<file path="src/rtl/pixel_cmd_pkg.sv">
// Shared types and defaults for the pixel command engine.
//   op_e    : host command opcodes
//   state_e : engine sequencing states
//   min10   : unsigned minimum used for clipping arithmetic
package pixel_cmd_pkg;

    typedef enum logic [1:0] {
        OP_WRITE_PIXEL = 2'd0,
        OP_READ_PIXEL  = 2'd1,
        OP_FILL_RECT   = 2'd2,
        OP_RESERVED    = 2'd3
    } op_e;

    typedef enum logic [1:0] {
        S_IDLE  = 2'd0,
        S_WRITE = 2'd1,
        S_READ  = 2'd2,
        S_GAP   = 2'd3
    } state_e;

    localparam int DEFAULT_SCREEN_WIDTH  = 320;
    localparam int DEFAULT_SCREEN_HEIGHT = 240;

    // Clipping math is 10 bits so x+width and y+height can never wrap.
    function automatic logic [9:0] min10(input logic [9:0] a, input logic [9:0] b);
        return (a < b) ? a : b;
    endfunction

endpackage

</file>
<file path="src/rtl/pixel_command_engine_rect_scanner.sv">
// rect_scanner: row-major pixel walker over an already-clipped rectangle.
//   clock, reset : system clock, synchronous active-high reset
//   load         : capture origin and clipped size, position at origin
//   advance      : step to the next pixel (x first, then wrap to next row)
//   startX/Y     : rectangle origin
//   width/height : clipped size, both >= 1 whenever load is used
//   x, y         : current pixel
//   last         : current pixel is the final one of the rectangle
module rect_scanner (
    input  logic       clock,
    input  logic       reset,
    input  logic       load,
    input  logic       advance,
    input  logic [8:0] startX,
    input  logic [7:0] startY,
    input  logic [9:0] width,
    input  logic [9:0] height,
    output logic [8:0] x,
    output logic [7:0] y,
    output logic       last
);

    logic [8:0] originX;
    logic [9:0] lastX;
    logic [9:0] lastY;
    logic       rowEnd;

    assign rowEnd = ({1'b0, x} == lastX);
    assign last   = rowEnd && ({2'b00, y} == lastY);

    always_ff @(posedge clock) begin
        if (reset) begin
            x       <= '0;
            y       <= '0;
            originX <= '0;
            lastX   <= '0;
            lastY   <= '0;
        end else if (load) begin
            x       <= startX;
            y       <= startY;
            originX <= startX;
            lastX   <= {1'b0, startX} + width - 10'd1;
            lastY   <= {2'b00, startY} + height - 10'd1;
        end else if (advance) begin
            if (rowEnd) begin
                x <= originX;
                y <= y + 8'd1;
            end else begin
                x <= x + 9'd1;
            end
        end
    end

endmodule

</file>
<file path="src/rtl/pixel_command_engine.sv">
// pixel_command_engine: turns host drawing commands into single-pixel
// request/complete transactions toward the frame-buffer memory manager.
//   clock, reset           : system clock, synchronous active-high reset
//   cmdValid/cmdReady      : command handshake (ready only when idle)
//   cmdOp/X/Y/Width/Height/Color : command fields
//   readData/readValid     : READ_PIXEL result, one-cycle pulse
//   busy                   : command in progress
//   memoryXCoord/YCoord    : transaction coordinates
//   memoryWriteRequest/ReadRequest : request levels, held until completion
//   memoryWriteData        : write value
//   memoryReadData         : read value from the manager
//   memoryWriteComplete/ReadComplete : one-cycle completion pulses
module pixel_command_engine
    import pixel_cmd_pkg::*;
#(
    parameter int SCREEN_WIDTH  = DEFAULT_SCREEN_WIDTH,
    parameter int SCREEN_HEIGHT = DEFAULT_SCREEN_HEIGHT
) (
    input  logic       clock,
    input  logic       reset,
    input  logic       cmdValid,
    output logic       cmdReady,
    input  logic [1:0] cmdOp,
    input  logic [8:0] cmdX,
    input  logic [7:0] cmdY,
    input  logic [8:0] cmdWidth,
    input  logic [7:0] cmdHeight,
    input  logic [7:0] cmdColor,
    output logic [7:0] readData,
    output logic       readValid,
    output logic       busy,
    output logic [8:0] memoryXCoord,
    output logic [7:0] memoryYCoord,
    output logic       memoryWriteRequest,
    output logic       memoryReadRequest,
    output logic [7:0] memoryWriteData,
    input  logic [7:0] memoryReadData,
    input  logic       memoryWriteComplete,
    input  logic       memoryReadComplete
);

    state_e     state, nextState;
    op_e        op;
    logic       accept, issue, startCmd, advance, last;
    logic       xIn, yIn, readMiss, readDone;
    logic [9:0] x10, y10, effW, effH;

    logic       readyNext, writeReqNext, readReqNext, readValidNext;
    logic [7:0] readDataNext, writeDataNext;

    assign op       = op_e'(cmdOp);
    assign accept   = cmdValid && cmdReady;
    assign startCmd = accept && issue;
    assign advance  = (state == S_GAP) && !last;
    assign readDone = (state == S_READ) && memoryReadComplete;
    // An out-of-range read still answers, with zero data.
    assign readMiss = accept && (op == OP_READ_PIXEL) && !issue;

    // Clipping at accept; single-pixel ops are a 1x1 rectangle.
    always_comb begin
        x10  = {1'b0, cmdX};
        y10  = {2'b00, cmdY};
        xIn  = x10 < 10'(SCREEN_WIDTH);
        yIn  = y10 < 10'(SCREEN_HEIGHT);
        effW = 10'd1;
        effH = 10'd1;
        if (op == OP_FILL_RECT) begin
            effW = min10({1'b0, cmdWidth}, 10'(SCREEN_WIDTH) - x10);
            effH = min10({2'b00, cmdHeight}, 10'(SCREEN_HEIGHT) - y10);
        end
        issue = xIn && yIn && (effW != 10'd0) && (effH != 10'd0) && (op != OP_RESERVED);
    end

    rect_scanner scanner (
        .clock   (clock),
        .reset   (reset),
        .load    (startCmd),
        .advance (advance),
        .startX  (cmdX),
        .startY  (cmdY),
        .width   (effW),
        .height  (effH),
        .x       (memoryXCoord),
        .y       (memoryYCoord),
        .last    (last)
    );

    // State and registered outputs.
    always_ff @(posedge clock) begin
        if (reset) begin
            state              <= S_IDLE;
            cmdReady           <= 1'b1;
            busy               <= 1'b0;
            readValid          <= 1'b0;
            readData           <= '0;
            memoryWriteRequest <= 1'b0;
            memoryReadRequest  <= 1'b0;
            memoryWriteData    <= '0;
        end else begin
            state              <= nextState;
            cmdReady           <= readyNext;
            busy               <= !readyNext;
            readValid          <= readValidNext;
            readData           <= readDataNext;
            memoryWriteRequest <= writeReqNext;
            memoryReadRequest  <= readReqNext;
            memoryWriteData    <= writeDataNext;
        end
    end

    // Next-state logic; completions only count in their matching state.
    always_comb begin
        nextState = state;
        case (state)
            S_IDLE:  if (startCmd) nextState = (op == OP_READ_PIXEL) ? S_READ : S_WRITE;
            S_WRITE: if (memoryWriteComplete) nextState = S_GAP;
            S_READ:  if (memoryReadComplete) nextState = S_GAP;
            S_GAP:   nextState = last ? S_IDLE : S_WRITE;
            default: nextState = S_IDLE;
        endcase
    end

    // Output next-values. Requests follow the state they lead into, so the
    // S_GAP cycle guarantees a low cycle between any two requests.
    always_comb begin
        readyNext     = (nextState == S_IDLE);
        writeReqNext  = (nextState == S_WRITE);
        readReqNext   = (nextState == S_READ);
        readValidNext = readDone || readMiss;
        readDataNext  = readData;
        if (readDone)
            readDataNext = memoryReadData;
        else if (readMiss)
            readDataNext = '0;
        writeDataNext = memoryWriteData;
        if (startCmd && (op != OP_READ_PIXEL))
            writeDataNext = cmdColor;
    end

endmodule

</file>
<file path="config.mk">
export PLATFORM = sky130hd
export DESIGN_NAME = pixel_command_engine
export DESIGN_NICKNAME = d
export VERILOG_FILES = /design/src/rtl/pixel_cmd_pkg.sv /design/src/rtl/pixel_command_engine_rect_scanner.sv /design/src/rtl/pixel_command_engine.sv
export SDC_FILE = /design/constraint.sdc
export NUM_CORES = 1
export LEC_CHECK = 0
export BUFFER_PORTS_ARGS = -buffer_cell sky130_fd_sc_hd__buf_2
export CORE_MARGIN = 2
export CORE_UTILIZATION = 41
export CTS_CLUSTER_DIAMETER = 200
export DETAILED_ROUTE_END_ITERATION = 10
export PLACE_DENSITY = 0.62
export SYNTH_ARGS = -nofsm -noshare
export SYNTH_HDL_FRONTEND = slang
export SYNTH_HIERARCHICAL = 1
export SYNTH_SLANG_ARGS = --single-unit
</file>
<file path="constraint.sdc">
create_clock -name clock -period 5 [get_ports clock]
set_input_delay 1 -clock clock [delete_from_list [all_inputs] [get_ports clock]]
set_output_delay 1 -clock clock [all_outputs]
set_load 0.05 [all_outputs]
</file>
Yosys cells after proc, flatten, opt, wreduce, memory -nomap -nowiden
Cells that the tools add are included. W data, S select, Z words.

Add/sub/neg operators: 8. Order comparisons: 4. Eq/ne operators: 11. Mux-type cells: 18. Reduce and logical (&&, ||, !) cells: 24.

Operator list (count): $mux W10 (4); $mux W8 (5); $mux W9 (3); $reduce_bool A10 Y1 (2); $sub A10 B1 Y10 const B (2); $logic_and A1 B1 Y1 (12); $add A8 B10 Y10 (1); $add A9 B10 Y10 (1); $eq A8 B10 Y1 (1); $eq A9 B10 Y1 (1); $lt A8 B10 Y1 (1); $lt A9 B10 Y1 (1); $sub A9 B9 Y10 const A (1); $add A9 B1 Y9 const B (1); $lt A9 B9 Y1 const B (1); $sub A8 B8 Y9 const A (1); $add A8 B1 Y8 const B (1); $eq A2 B2 Y1 const B (4); $lt A8 B8 Y1 const B (1); $mux W2 (4); $pmux W2 S4 (1); $eq A2 B1 Y1 const B (3); $reduce_bool A2 Y1 (3); $logic_not A2 Y1 (2); 6 further kinds (8).

Register bits: 69. Input port bits: 57. Output and inout port bits: 38. Logic and storage cells: 78.

Logic depth before layout (Yosys ltp)
Gate-level depths: netlist of the first run.

Word-level depth: 13. Gate-level depth with buffers: 23.

Cells and area by module
The synthesis of the first run kept the hierarchy.

Modules (own cells, without submodules): rect_scanner (times used 1, cells each 416, area an instance 3390.8 µm², seq. area each 920.9 µm²); pixel_command_engine (times used 1, cells each 253, area an instance 2070.7 µm², seq. area each 460.4 µm²).

Least setup slack after synthesis of the first run
Ideal clock, no wire load.

Path type: in2reg. From: in cmdX[2]. To: reg scanner.lastX[9]. Arrival: 5213 ps. Data required time: 4909 ps. Setup slack: -304 ps. Cell stages on the path: 20. Path buffers: 1. Path through: nor4_4 nand2b_1 xnor2_2 ha_1 a211oi_1 nor2_1 o41a_2 buf_1 mux2i_1 nand2_1 inv_1 ha_1 inv_1 ha_1 fa_1 a21o_1 a211o_1 a2111oi_0 o31ai_1 a311oi_1.

Longest elaborated chain between the ends: 9.

Ends and longest elaborated chain: from (decl) (line pixel_command_engine.sv:24) `input logic [8:0] cmdX,`; $sub A9 B9 Y10 * (line pixel_command_engine.sv:68) `effW = min10({1'b0, cmdWidth}, 10'(SCREEN_WIDTH) - x10);`; $lt A9 B10 Y1 * (line pixel_cmd_pkg.sv:26) `return (a < b) ? a : b;`; $mux W10 * (line pixel_cmd_pkg.sv:26); $mux W10 * (line pixel_command_engine.sv:67) `if (op == OP_FILL_RECT) begin`; via effW[0] (line pixel_command_engine.sv:46) `logic [9:0] x10, y10, effW, effH;`; branches (longest 5 deep; another with $add A9 B10 Y10); to (signal assigned) (line pixel_command_engine_rect_scanner.sv:42) `lastX <= {1'b0, startX} + width - 10'd1;`; to (decl) (line pixel_command_engine_rect_scanner.sv:24) `logic [9:0] lastX;`.

Mark *: on every way through the listed nets, which the timed path passes. A chain may end at the register's enable or synchronous reset.

Final worst setup path of the first run
Ends and elaborated chain as after synthesis.

==> results of run 1 <==
[cell usage after synthesis, drive strengths merged (8+ instances only)]
| library cell | instances | share of area (%) |
|---|---|---|
| a22o | 8 | 1.3 |
| nor4 | 11 | 2.4 |
| a31oi | 8 | 0.92 |
| a211oi | 18 | 2.8 |
| a211o | 9 | 1.4 |
| clkbuf | 16 | 1.1 |
| xnor2 | 20 | 3.3 |
| a21oi | 23 | 2.1 |
| nand2 | 42 | 2.9 |
| nand3 | 15 | 1.4 |
| o22ai | 8 | 0.92 |
| nor2 | 62 | 4.3 |
| xor2 | 21 | 3.6 |
| nor3 | 17 | 1.6 |
| ha | 52 | 12 |
| nand4 | 17 | 2.2 |
| mux2i | 35 | 6.4 |
| nand2b | 21 | 2.4 |
| o21ai | 14 | 1.4 |
| inv | 89 | 6.1 |
| dfxtp | 69 | 25 |
| buf | 9 | 0.94 |
[final cells by class]
| cell class | count | area (um^2) | area share [%] |
|---|---|---|---|
| clock inverters | 5 | 58.81 | 0.8326 |
| flip-flops and latches | 69 | 1381 | 19.56 |
| inverters | 90 | 337.8 | 4.783 |
| clock buffers | 11 | 252.7 | 3.578 |
| repair buffers | 162 | 1022 | 14.47 |
| multi-input cells | 488 | 3790 | 53.66 |
| well taps | 176 | 220.2 | 3.118 |
[critical path, delay by kind of cell]
family	cells	cell delay, ns
xor+xnor	1	0.08
buf+inv	4	0.43
compound gates	7	1.91
mux	1	0.14
simple gates	5	0.57
fa+ha+maj	4	1.06
[registers in the layout, summed over array words and instances (netlist names), 2 cells and up]
name	flops
state	2
scanner/y	8
scanner/lastY	10
scanner/x	9
memoryWriteData	8
scanner/lastX	10
scanner/originX	9
readData	8
[report_power, final]
group          internal [mW]  leakage (nW)  switching, mW  total (mW)
Combinational          0.322          2.55          0.442       0.764
Clock                  0.413         0.148          0.245       0.658
Sequential             0.596         0.563         0.0444       0.640
Total                   1.33          3.26          0.732        2.06
[what timing repair did]
item / 4_1_cts / 5_1_grt
setup buffers: 0 / 3
resized for setup: 5 / 27
pin swaps: 1 / 21
endpoints found under the setup margin: 1 / 6
[metal layers]
metal	track usage, %	vias to the layer above	part of all wire [%]
met4	6.103	0	1.5
li1	-	2663	-
met5	0	-	0
met3	3.879	19	4.9
met1	26.34	2511	43
met2	41.59	150	51
[kinds of logic after synthesis]
kind of cell | Yosys count | share of synthesized area, %
fa+ha+maj | 54 | 12.65
buf+inv | 115 | 8.224
flops | 69 | 25.29
other cells | 1 | 0.06866
xor+xnor | 41 | 6.987
simple gates | 215 | 21.10
mux | 37 | 6.827
compound gates | 137 | 18.85
[how the worst max path moves through the flow]
stage | start | endpoint | slack, ns | depth (start not counted)
after floorplan | cmdX[0] | scanner/lastX[9] | -0.07 | 20
after global placement | cmdX[0] | scanner/lastX[9] | -0.24 | 21
after detailed placement | cmdX[0] | scanner/lastX[9] | -0.41 | 21
after CTS | cmdX[0] | scanner/lastX[9] | 0.03 | 22
after global routing | cmdX[2] | scanner/lastX[9] | -0.16 | 22
final | cmdX[2] | scanner/lastX[9] | 0.04 | 22
==> results by group, run 1 <==
Power and ir drop
  – Maximum vdd drop: 0.0001604 V
  – Power Dens Cells: 292.0 mW/mm^2
  – Total Power: 2.062 mW
  – Leakage Power: 3.259 nW

Critical path
  – Crit Path Max Fanout: 5
  – RR Startpoint: scanner/x[2]
  – Worst endpoint required time: 5.24 ns
  – Crit end category: flop
  – Crit Path Category: in -> reg
  – Worst r2r dst: scanner/x[6]
  – Critical Path AT: 5.20 ns
  – CP peak stage delay: 0.55 ns
  – Slowest CP cell: o41a_2
  – R2R setup slack: 1.59 ns
  – Worst reg-to-reg path cell count: 11
  – CP cell instances: buf_8, nor4_4, buf_4, nand2_4, nand2_4, xnor2_2, ha_1, o21ai_1, nor2_1, o41a_2, mux2i_1, nor2_1, inv_1, ha_4, inv_2, ha_4, fa_2, a21o_1, a211o_1, a2111oi_4, o31ai_1, a311oi_1
  – Type of origin of the critical path: input pin

Synth
  – Seq/Total Area, Yosys: 25.29%
  – Commonest register cell after synthesis: dfxtp_1
  – Synth Instances: 669
  – Synth async-reset ratio: 0%
  – Synth Area per Inst: 8.164 um^2
  – Synth Register Bits: 69
  – Yosys cell types: 72
  – Post-synth EDFFs: 0
  – Yosys warns: 6
  – Netlist Area Pre-Place: 0.005461 mm^2

STA
  – Achievable Freq: 201.8 MHz
  – Clock Skew: 0.008557 ns
  – RSZ-0062 raised after global routing: yes
  – Endpoints failing setup: 0
  – Max transition margin: 40.28%
  – Tcrit/Tclk final: 99.12%
  – Final Hold Vio Count: 0
  – Max-slew violation count: 0
  – Final Critical Period: 4.956 ns
  – Worst-Margin Slew: 0.8892 ns
  – Final Hold Slack: 0.4737 ns
  – Sum Neg Setup Slack: 0 ns
  – Worst setup margin: 0.04388 ns

Hold path
  – Worst Hold Endpoint: memoryWriteData[1]
  – Hold_sp: memoryWriteData[1]
  – Hold depth: 2
  – Hold WC Path Type: reg -> reg

Flow run
  – Max_cap viols: 0

Detailed routing
  – Via density: 5.338
  – Vias: 5343
  – DR WL/cell: 15.49 um
  – Drt pass-1 iters: 6
  – WL final: 15510 um
  – Initial DRC Count: 267
  – DRC: 0
  – Antenna-violating nets left: 0

Cells and area
  – Antenna Cells: 0
  – Most frequent cells in the layout: buf_2 (92), inv_1 (87), dfxtp_1 (69)
  – Fin nets: 931
  – Share of layout cells above drive strength 1: 27.03%
  – Core Util, Final: 53.76%
  – Commonest non-fill, non-tap cell in the layout: buf_2
  – Final instance area: 0.007063 mm^2
  – Area Growth Syn to Fin: 29.32%
  – Finished Layout Cells: 1001
  – # fillers: 1247

Clock network
  – Clock root cell: clkbuf_16
  – Clk sinks: 69
  – Hold-fix buffer count after cts: 0
  – # H-tree levels: 3
  – Inserted Clock Buffers: 9
  – CTS tree: yes
  – Bufs on Longest Clock Path: 2
  – Worst-Skew Late Latency: 0.34 ns
  – Worst-path clk slew: 0.06 ns

Placed design
  – Buffers added on ports: 94
  – Post-DP HPWL: 12180 um
  – Post-Place Cells: 982
  – RePlAce Congestion: 0.9583
  – Placed inst area: 0.006590 mm^2
  – DP Worst Slack: -0.4060 ns

Floorplanning
  – Core Rows: 42
  – Die Height: 119.4 um
  – Die W: 119.4 um
  – Starting Density: 41.57%
  – Die Footprint: 0.01426 mm^2
  – IO Count: 95
  – Total core area: 0.01314 mm^2

Global route
  – Number of global-route vias before repair: 5393
  – Initial antenna violation count: 0
  – Total grt overflow: 0
  – Total GRT Usage: 22.38%
  – Largest net degree at the start of global routing: 39
  – First-pass GRT wire length: 25650 um

Outcome
  – Outcome: finished clean
Power figures use the tool's default switching activity.
==> inputs of run 2 (changes only) <==
Settings changed: PLACE_DENSITY 0.62 to default.
==> run 2 against run 1 <==
Via count hardly changed. Non-clock buffer count is 3 higher. Maximum frequency is 2.2% higher. First-iteration DRC count is 24% lower. Power is 2.5% higher. Combinational power hardly changed. Sequential power hardly changed. Sequential share of layout area hardly changed. Largest cell class unchanged. Cell area is 0.11% higher.
==> results by group, run 2 (synthesis gave the netlist of run 1 again) <==
Outcome
  – Outcome: finished clean (unchanged)

Power and ir drop
  – Leakage Power: 3.275 nW (was 3.259 nW)
  – Internal: 1.385 mW (was 1.331 mW)
  – Total Power: 2.115 mW (was 2.062 mW)
  – Combinational power share: 36.1% (was 37.1%)
  – Power Dens Cells: 299.1 mW/mm^2 (was 292.0 mW/mm^2)
  – Clock network power share: 33.7% (was 31.9%)
  – Sw frac: 34.49% (was 35.47%)
  – Maximum vdd drop: 0.0001792 V (was 0.0001604 V)
  – Register share of total power: 30.2% (was 31.0%)
  – Sw power: 0.7294 mW (was 0.7317 mW)

Cells and area
  – Core Util, Final: 53.82% (was 53.76%)
  – Area Growth Syn to Fin: 29.46% (was 29.32%)
  – Commonest non-fill, non-tap cell in the layout: buf_2 (unchanged)
  – Antenna Cells: 0 (unchanged)
  – Share of layout cells above drive strength 1: 26.57% (was 27.03%)
  – Finished Layout Cells: 1004 (was 1001)
  – Fin nets: 934 (was 931)
  – Most frequent cells in the layout: buf_2 (92), inv_1 (89), dfxtp_1 (69) (was buf_2 (92), inv_1 (87), dfxtp_1 (69))
  – Final instance area: 0.007071 mm^2 (was 0.007063 mm^2)
  – Largest regs: scanner/lastX x10, scanner/lastY x10 (unchanged)

Detailed routing
  – DRT met1 WL: 6764 um (was 6595 um)
  – Via density: 5.320 (was 5.338)
  – WL final: 15420 um (was 15510 um)
  – Routed length on met3: 605 um (was 766 um)
  – Drt pass-1 iters: 4 (was 6)
  – WL met2: 7824 um (was 7914 um)
  – Antenna-violating nets left: 0 (unchanged)
  – Vias: 5341 (was 5343)
  – Initial DRC Count: 204 (was 267)
  – DR WL/cell: 15.36 um (was 15.49 um)
  – Highest routed metal layer: met4 (unchanged)
  – DRC: 0 (unchanged)

Global route
  – First-pass GRT wire length: 25730 um (was 25650 um)
  – Number of global-route vias before repair: 5505 (was 5393)
  – Largest net degree at the start of global routing: 40 (was 39)
  – Initial antenna violation count: 0 (unchanged)
  – Total grt overflow: 0 (unchanged)
  – Total GRT Usage: 22.18% (was 22.38%)

Hold path
  – Hold depth: 2 (unchanged)
  – Worst Hold Endpoint: scanner/originX[1] (was memoryWriteData[1])
  – Hold WC Path Type: reg -> reg (unchanged)
  – Hold_sp: scanner/originX[1] (was memoryWriteData[1])

Flow run
  – Max_cap viols: 0 (unchanged)

Floorplanning
  – Total core area: 0.01314 mm^2 (unchanged)
  – Die W: 119.4 um (unchanged)
  – Core Rows: 42 (unchanged)
  – Starting Density: 41.57% (unchanged)
  – Die Footprint: 0.01426 mm^2 (unchanged)
  – Die Height: 119.4 um (unchanged)
  – IO Count: 95 (unchanged)

Critical path
  – Crit. Startpoint: cmdX[0] (was cmdX[2])
  – Critical Path AT: 5.09 ns (was 5.20 ns)
  – Worst reg-to-reg path cell count: 11 (unchanged)
  – Crit Path Max Fanout: 4 (was 5)
  – Worst r2r dst: scanner/x[6] (unchanged)
  – RR Startpoint: scanner/x[5] (was scanner/x[2])
  – Crit Path Category: in -> reg (unchanged)
  – Type of origin of the critical path: input pin (unchanged)
  – Crit end category: flop (unchanged)
  – Worst endpoint required time: 5.24 ns (about the same)
  – R2R setup slack: 1.53 ns (was 1.59 ns)

Clock network
  – Clock root cell: clkbuf_16 (unchanged)
  – Bufs on Longest Clock Path: 2 (unchanged)
  – Clk sinks: 69 (unchanged)
  – # H-tree levels: 3 (unchanged)
  – Hold-fix buffer count after cts: 0 (unchanged)
  – Inserted Clock Buffers: 9 (unchanged)
  – Worst-path clk slew: 0.06 ns (about the same)
  – CTS tree: yes (unchanged)
  – Worst-Skew Late Latency: 0.34 ns (about the same)

Placed design
  – Post-Place Cells: 981 (was 982)
  – Placed inst area: 0.006608 mm^2 (was 0.006590 mm^2)
  – Buffers added on ports: 94 (unchanged)
  – RePlAce Congestion: 0.8733 (was 0.9583)
  – DP Worst Slack: -0.3415 ns (was -0.4060 ns)
  – Post-DP HPWL: 12210 um (was 12180 um)

STA
  – Final Hold Slack: 0.4702 ns (was 0.4737 ns)
  – Max-slew violation count: 0 (unchanged)
  – Final Critical Period: 4.849 ns (was 4.956 ns)
  – RSZ-0062 raised after global routing: yes (unchanged)
  – Final Hold Vio Count: 0 (unchanged)
  – Tcrit/Tclk final: 96.97% (was 99.12%)
  – Max transition margin: 39.13% (was 40.28%)
  – Worst setup margin: 0.1513 ns (was 0.04388 ns)
  – Worst-Margin Slew: 0.9063 ns (was 0.8892 ns)
  – Achievable Freq: 206.2 MHz (was 201.8 MHz)
  – Sum Neg Setup Slack: 0 ns (unchanged)
  – Endpoints failing setup: 0 (unchanged)
  – Clock Skew: 0.006013 ns (was 0.008557 ns)
[run 2: area by class of cell]
cell class	instances	area [um^2]
timing repair buffer	165	1075
tap	176	220.2
fill	1323	6067
multi-input combinational	488	3722
clock buffer	11	252.7
clock inverter	5	81.33
sequential	69	1381
inverter	90	337.8
[run 2: power by group through the flow]
stage	Clock, mW	Combinational [mW]	Sequential, mW
final	0.712	0.764	0.639
after global routing	0.749	0.843	0.645
after CTS	0.719	0.751	0.639
after detailed placement	0	0.743	0.651
after global placement	0	0.729	0.650
after floorplan	0	0.437	0.716
[run 2: worst max path at each step]
stage / to / slack, ns / cells after the start
finish: scanner/lastX[9] / 0.15 / 21
floorplan: scanner/lastX[9] / -0.07 / 20
CTS: scanner/lastX[9] / 0.002 / 22
global placement: scanner/lastX[9] / -0.26 / 20
global route: scanner/lastX[9] / -0.12 / 21
detailed placement: scanner/lastX[9] / -0.34 / 21
[run 2: worst max-delay path: stages]
cell,delay (ns)
buf_2,0.14
inv_1,0.08
ha_2,0.23
nand3_2,0.12
xor2_2,0.17
ha_1,0.30
o21ai_1,0.15
nor2_1,0.06
o41a_2,0.50
mux2i_1,0.14
nor2_1,0.10
inv_1,0.06
ha_1,0.26
inv_1,0.04
ha_2,0.17
fa_2,0.34
a21o_1,0.20
a211o_1,0.35
a2111oi_4,0.31
o31ai_1,0.12
a311oi_1,0.24
[run 2: repair_timing]
action                                  in CTS  in global routing
pin swaps                                    1                 20
endpoints found under the setup margin       1                  6
buffers inserted                             0                  7
gates resized for setup                      2                 18
[run 2: routing by layer]
layer / vias to the layer above / global-route usage [%]
met3: 17 / 3.975
met1: 2522 / 25.98
met4: 0 / 4.559
met2: 128 / 41.99
met5: - / 0
li1: 2674 / -
==> inputs of run 3 (changes only) <==
Settings changed: ABC_AREA from default to 1, CORE_UTILIZATION 41 to 30.
==> run 3 against run 2 <==
Die area increased by 38%. Worst setup slack gained 0.38 ns. Sequential power is 2% higher. Flip-flop and latch count stayed put. First-iteration DRC count is 41% higher. Area after synthesis up 2.2%. Core utilization fell by 17 points. Cell area shrank 6.4%. Final cell count up 19%. Critical endpoint unchanged. Clock skew grew 0.0014 ns. Sequential share of layout area is 1.3 points higher. Largest power group unchanged.
==> results by group, run 3 <==
Outcome
  – Outcome: finished clean (unchanged)

Cells and area
  – Commonest non-fill, non-tap cell in the layout: nand2_1 (was buf_2)
  – Antenna Cells: 0 (unchanged)
  – Area of the multi-input gates: 0.003388 mm^2 (was 0.003722 mm^2)
  – Most frequent cells in the layout: nand2_1 (194), inv_1 (186), buf_2 (94) (was buf_2 (92), inv_1 (89), dfxtp_1 (69))
  – Share of layout cells above drive strength 1: 16.10% (was 26.57%)
  – Register area: 0.001381 mm^2 (unchanged)
  – # fillers: 1955 (was 1323)
  – Fin nets: 1069 (was 934)
  – Largest regs: scanner/lastX x10, scanner/lastY x10 (unchanged)
  – Final instance area: 0.006618 mm^2 (was 0.007071 mm^2)
  – Area Growth Syn to Fin: 18.51% (was 29.46%)

Placed design
  – Placed inst area: 0.006322 mm^2 (was 0.006608 mm^2)
  – RePlAce Congestion: 0.8007 (was 0.8733)
  – Buffers added on ports: 94 (unchanged)
  – Post-DP HPWL: 11100 um (was 12210 um)

Clock network
  – Inserted Clock Buffers: 9 (unchanged)
  – Number of post-CTS setup repair buffers: 0 (unchanged)
  – Clock root cell: clkbuf_16 (unchanged)
  – Clk sinks: 69 (unchanged)
  – Worst-path clk slew: 0.06 ns (about the same)
  – Hold-fix buffer count after cts: 0 (unchanged)
  – Bufs on Longest Clock Path: 2 (unchanged)
  – CTS tree: yes (unchanged)
  – Worst-Skew Late Latency: 0.33 ns (was 0.34 ns)
  – # H-tree levels: 3 (unchanged)
  – Post-CTS Resized: 0 (was 2)

Detailed routing
  – Antenna-violating nets left: 0 (unchanged)
  – DRC: 0 (unchanged)
  – Routed length on met3: 619 um (was 605 um)
  – Initial DRC Count: 287 (was 204)
  – Via density: 4.513 (was 5.320)
  – Vias: 5379 (was 5341)
  – DRT met1 WL: 6541 um (was 6764 um)
  – WL final: 14180 um (was 15420 um)
  – WL met2: 6921 um (was 7824 um)
  – Highest routed metal layer: met4 (unchanged)
  – DR WL/cell: 11.89 um (was 15.36 um)
  – Drt pass-1 iters: 5 (was 4)

Synth
  – Synth Register Bits: 69 (unchanged)
  – Top cells by count, synth: nand2_1 (194), inv_1 (186), a21oi_1 (69), dfxtp_1 (69), nand3_1 (62) (was inv_1 (89), dfxtp_1 (69), nor2_1 (61), ha_1 (52), nand2_1 (41))
  – Yosys cell types: 47 (was 72)
  – Yosys warns: 6 (unchanged)
  – Seq/Total Area, Yosys: 24.74% (was 25.29%)
  – Synth Instances: 863 (was 669)
  – Dominant cell type by area after synthesis: dfxtp_1 (unchanged)
  – Synth async-reset ratio: 0% (unchanged)
  – Synth Area per Inst: 6.471 um^2 (was 8.164 um^2)
  – Share of the synthesized area in the top cell type: 24.74% (was 25.29%)
  – Most frequent cell after synthesis: nand2_1 (was inv_1)
  – Main area contributors after synthesis: dfxtp_1 (25%), nand2_1 (13%), inv_1 (13%) (was dfxtp_1 (25%), ha_1 (12%), mux2i_1 (6.4%))
  – Post-synth EDFFs: 0 (unchanged)
  – Netlist Area Pre-Place: 0.005584 mm^2 (was 0.005461 mm^2)
  – Commonest register cell after synthesis: dfxtp_1 (unchanged)

Floorplanning
  – IO Count: 95 (unchanged)
  – Die Height: 140.4 um (was 119.4 um)
  – Die Footprint: 0.01972 mm^2 (was 0.01426 mm^2)
  – Total core area: 0.01809 mm^2 (was 0.01314 mm^2)
  – Starting Density: 30.88% (was 41.57%)
  – Die W: 140.4 um (was 119.4 um)
  – Core Rows: 49 (was 42)

Critical path
  – Type of origin of the critical path: input pin (unchanged)
  – Crit end category: flop (unchanged)
  – Worst endpoint required time: 5.22 ns (was 5.24 ns)
  – Crit-path leading delay family: simple AND/OR/NAND/NOR gates (was compound AO/OA/AOI/OAI gates)
  – Slowest CP cell: ha_1 (was o41a_2)
  – Bufs and invs on worst path: 6 (was 4)
  – Crit Path Max Fanout: 7 (was 4)
  – Most used cell, CP: nand2_1 (was inv_1)
  – Crit Path Category: in -> reg (unchanged)
  – Critical Path AT: 4.69 ns (was 5.09 ns)
  – Crit. Startpoint: cmdX[2] (was cmdX[0])
  – RR Startpoint: scanner/x[2] (was scanner/x[5])
  – CP peak stage delay: 0.30 ns (was 0.50 ns)

Flow run
  – Max_cap viols: 0 (unchanged)

STA
  – RSZ-0062 raised after global routing: no (was yes)
  – Final Hold Slack: 0.4567 ns (was 0.4702 ns)
  – Achievable Freq: 223.8 MHz (was 206.2 MHz)
  – Worst-Margin Slew: 0.6491 ns (was 0.9063 ns)
  – Tcrit/Tclk final: 89.36% (was 96.97%)
  – Sum Neg Setup Slack: 0 ns (unchanged)
  – Endpoints failing setup: 0 (unchanged)
  – Max-slew violation count: 0 (unchanged)
  – Clock Skew: 0.007449 ns (was 0.006013 ns)
  – Max transition margin: 56.68% (was 39.13%)
  – Final Hold Vio Count: 0 (unchanged)
  – Final Critical Period: 4.468 ns (was 4.849 ns)

Power and ir drop
  – Maximum vdd drop: 0.0001606 V (was 0.0001792 V)
  – Leakage Power: 3.565 nW (was 3.275 nW)
  – Power Dens Cells: 307.7 mW/mm^2 (was 299.1 mW/mm^2)
  – Total Power: 2.036 mW (was 2.115 mW)

Global route
  – Total GRT Usage: 14.90% (was 22.18%)
  – Total grt overflow: 0 (unchanged)
  – Number of global-route vias before repair: 5164 (was 5505)
  – First-pass GRT wire length: 24210 um (was 25730 um)
  – Initial antenna violation count: 0 (unchanged)
  – Largest net degree at the start of global routing: 48 (was 40)

Hold path
  – Hold WC Path Type: reg -> reg (unchanged)
  – Hold_sp: readData[1] (was scanner/originX[1])
==> run 3: changes by cell type after synthesis, sizes merged, moves of 12 or more <==
cell,change
a211oi,-16
nand2,+163
xnor2,-16
nand3,+51
o21ai,+28
inv,+102
nand2b,-21
nor3,-12
a21oi,+52
mux2i,-34
==> run 3: kinds of logic after synthesis <==
logic type | Yosys count | share of synthesized area (%)
AOI/OAI and AO/OA | 135 | 13.78
adders and majority gates | 54 | 12.37
muxes | 1 | 0.1793
DFF | 69 | 24.74
and+or+nand+nor | 356 | 28.59
buffers and inverters | 212 | 14.79
xor gates and xnor gates | 35 | 5.490
other | 1 | 0.06715
==> run 3: final cells by class <==
| type | instances | share of cell area, % |
|---|---|---|
| Multi-Input combinational cell | 585 | 51.20 |
| Sequential cell | 69 | 20.87 |
| Inverter | 194 | 11.27 |
| Timing Repair Buffer | 99 | 7.865 |
| Tap cell | 229 | 4.330 |
| Clock buffer | 13 | 3.781 |
| Clock inverter | 3 | 0.6807 |
==> run 3: metrics by stage <==
step | utilization (%) | setup slack (ns) | instances
after CTS | 36.59 | 0.5423 | 1192
after detailed placement | 34.96 | 0.1846 | 1176
after global routing | 36.59 | 0.05124 | 1192
after floorplan | - | 0.7168 | 866
after global placement | 34.96 | 0.2352 | 1176
final | 36.59 | 0.5320 | 1192
==> run 3: final timing paths <==
kind | slack (ns) | cells after the start | endpoint
max | 0.53 | 32 | scanner/lastX[9]
min | 0.46 | 2 | readData[1]
max reg2reg | 2.47 | 15 | scanner/y[0]
min reg2reg | 0.46 | 2 | readData[1]
==> run 3: metal layers <==
layer  vias to the layer above  global-route usage [%]
met3                         8                   2.769
met1                      2408                   18.93
met5                         -                       0
li1                       2877                       -
met2                        86                   26.60
met4                         0                   2.552
==> run 3: report_power, final <==
part	internal, mW	switching [mW]
Clock	0.400	0.232
Sequential	0.605	0.0467
Combinational	0.253	0.500
Total	1.26	0.778
==> run 3: tightest hold or removal path, cell delays in order (launching register included) <==
cell and delay (ns):
dfxtp_1 0.30, nand2_1 0.06, a21oi_1 0.05
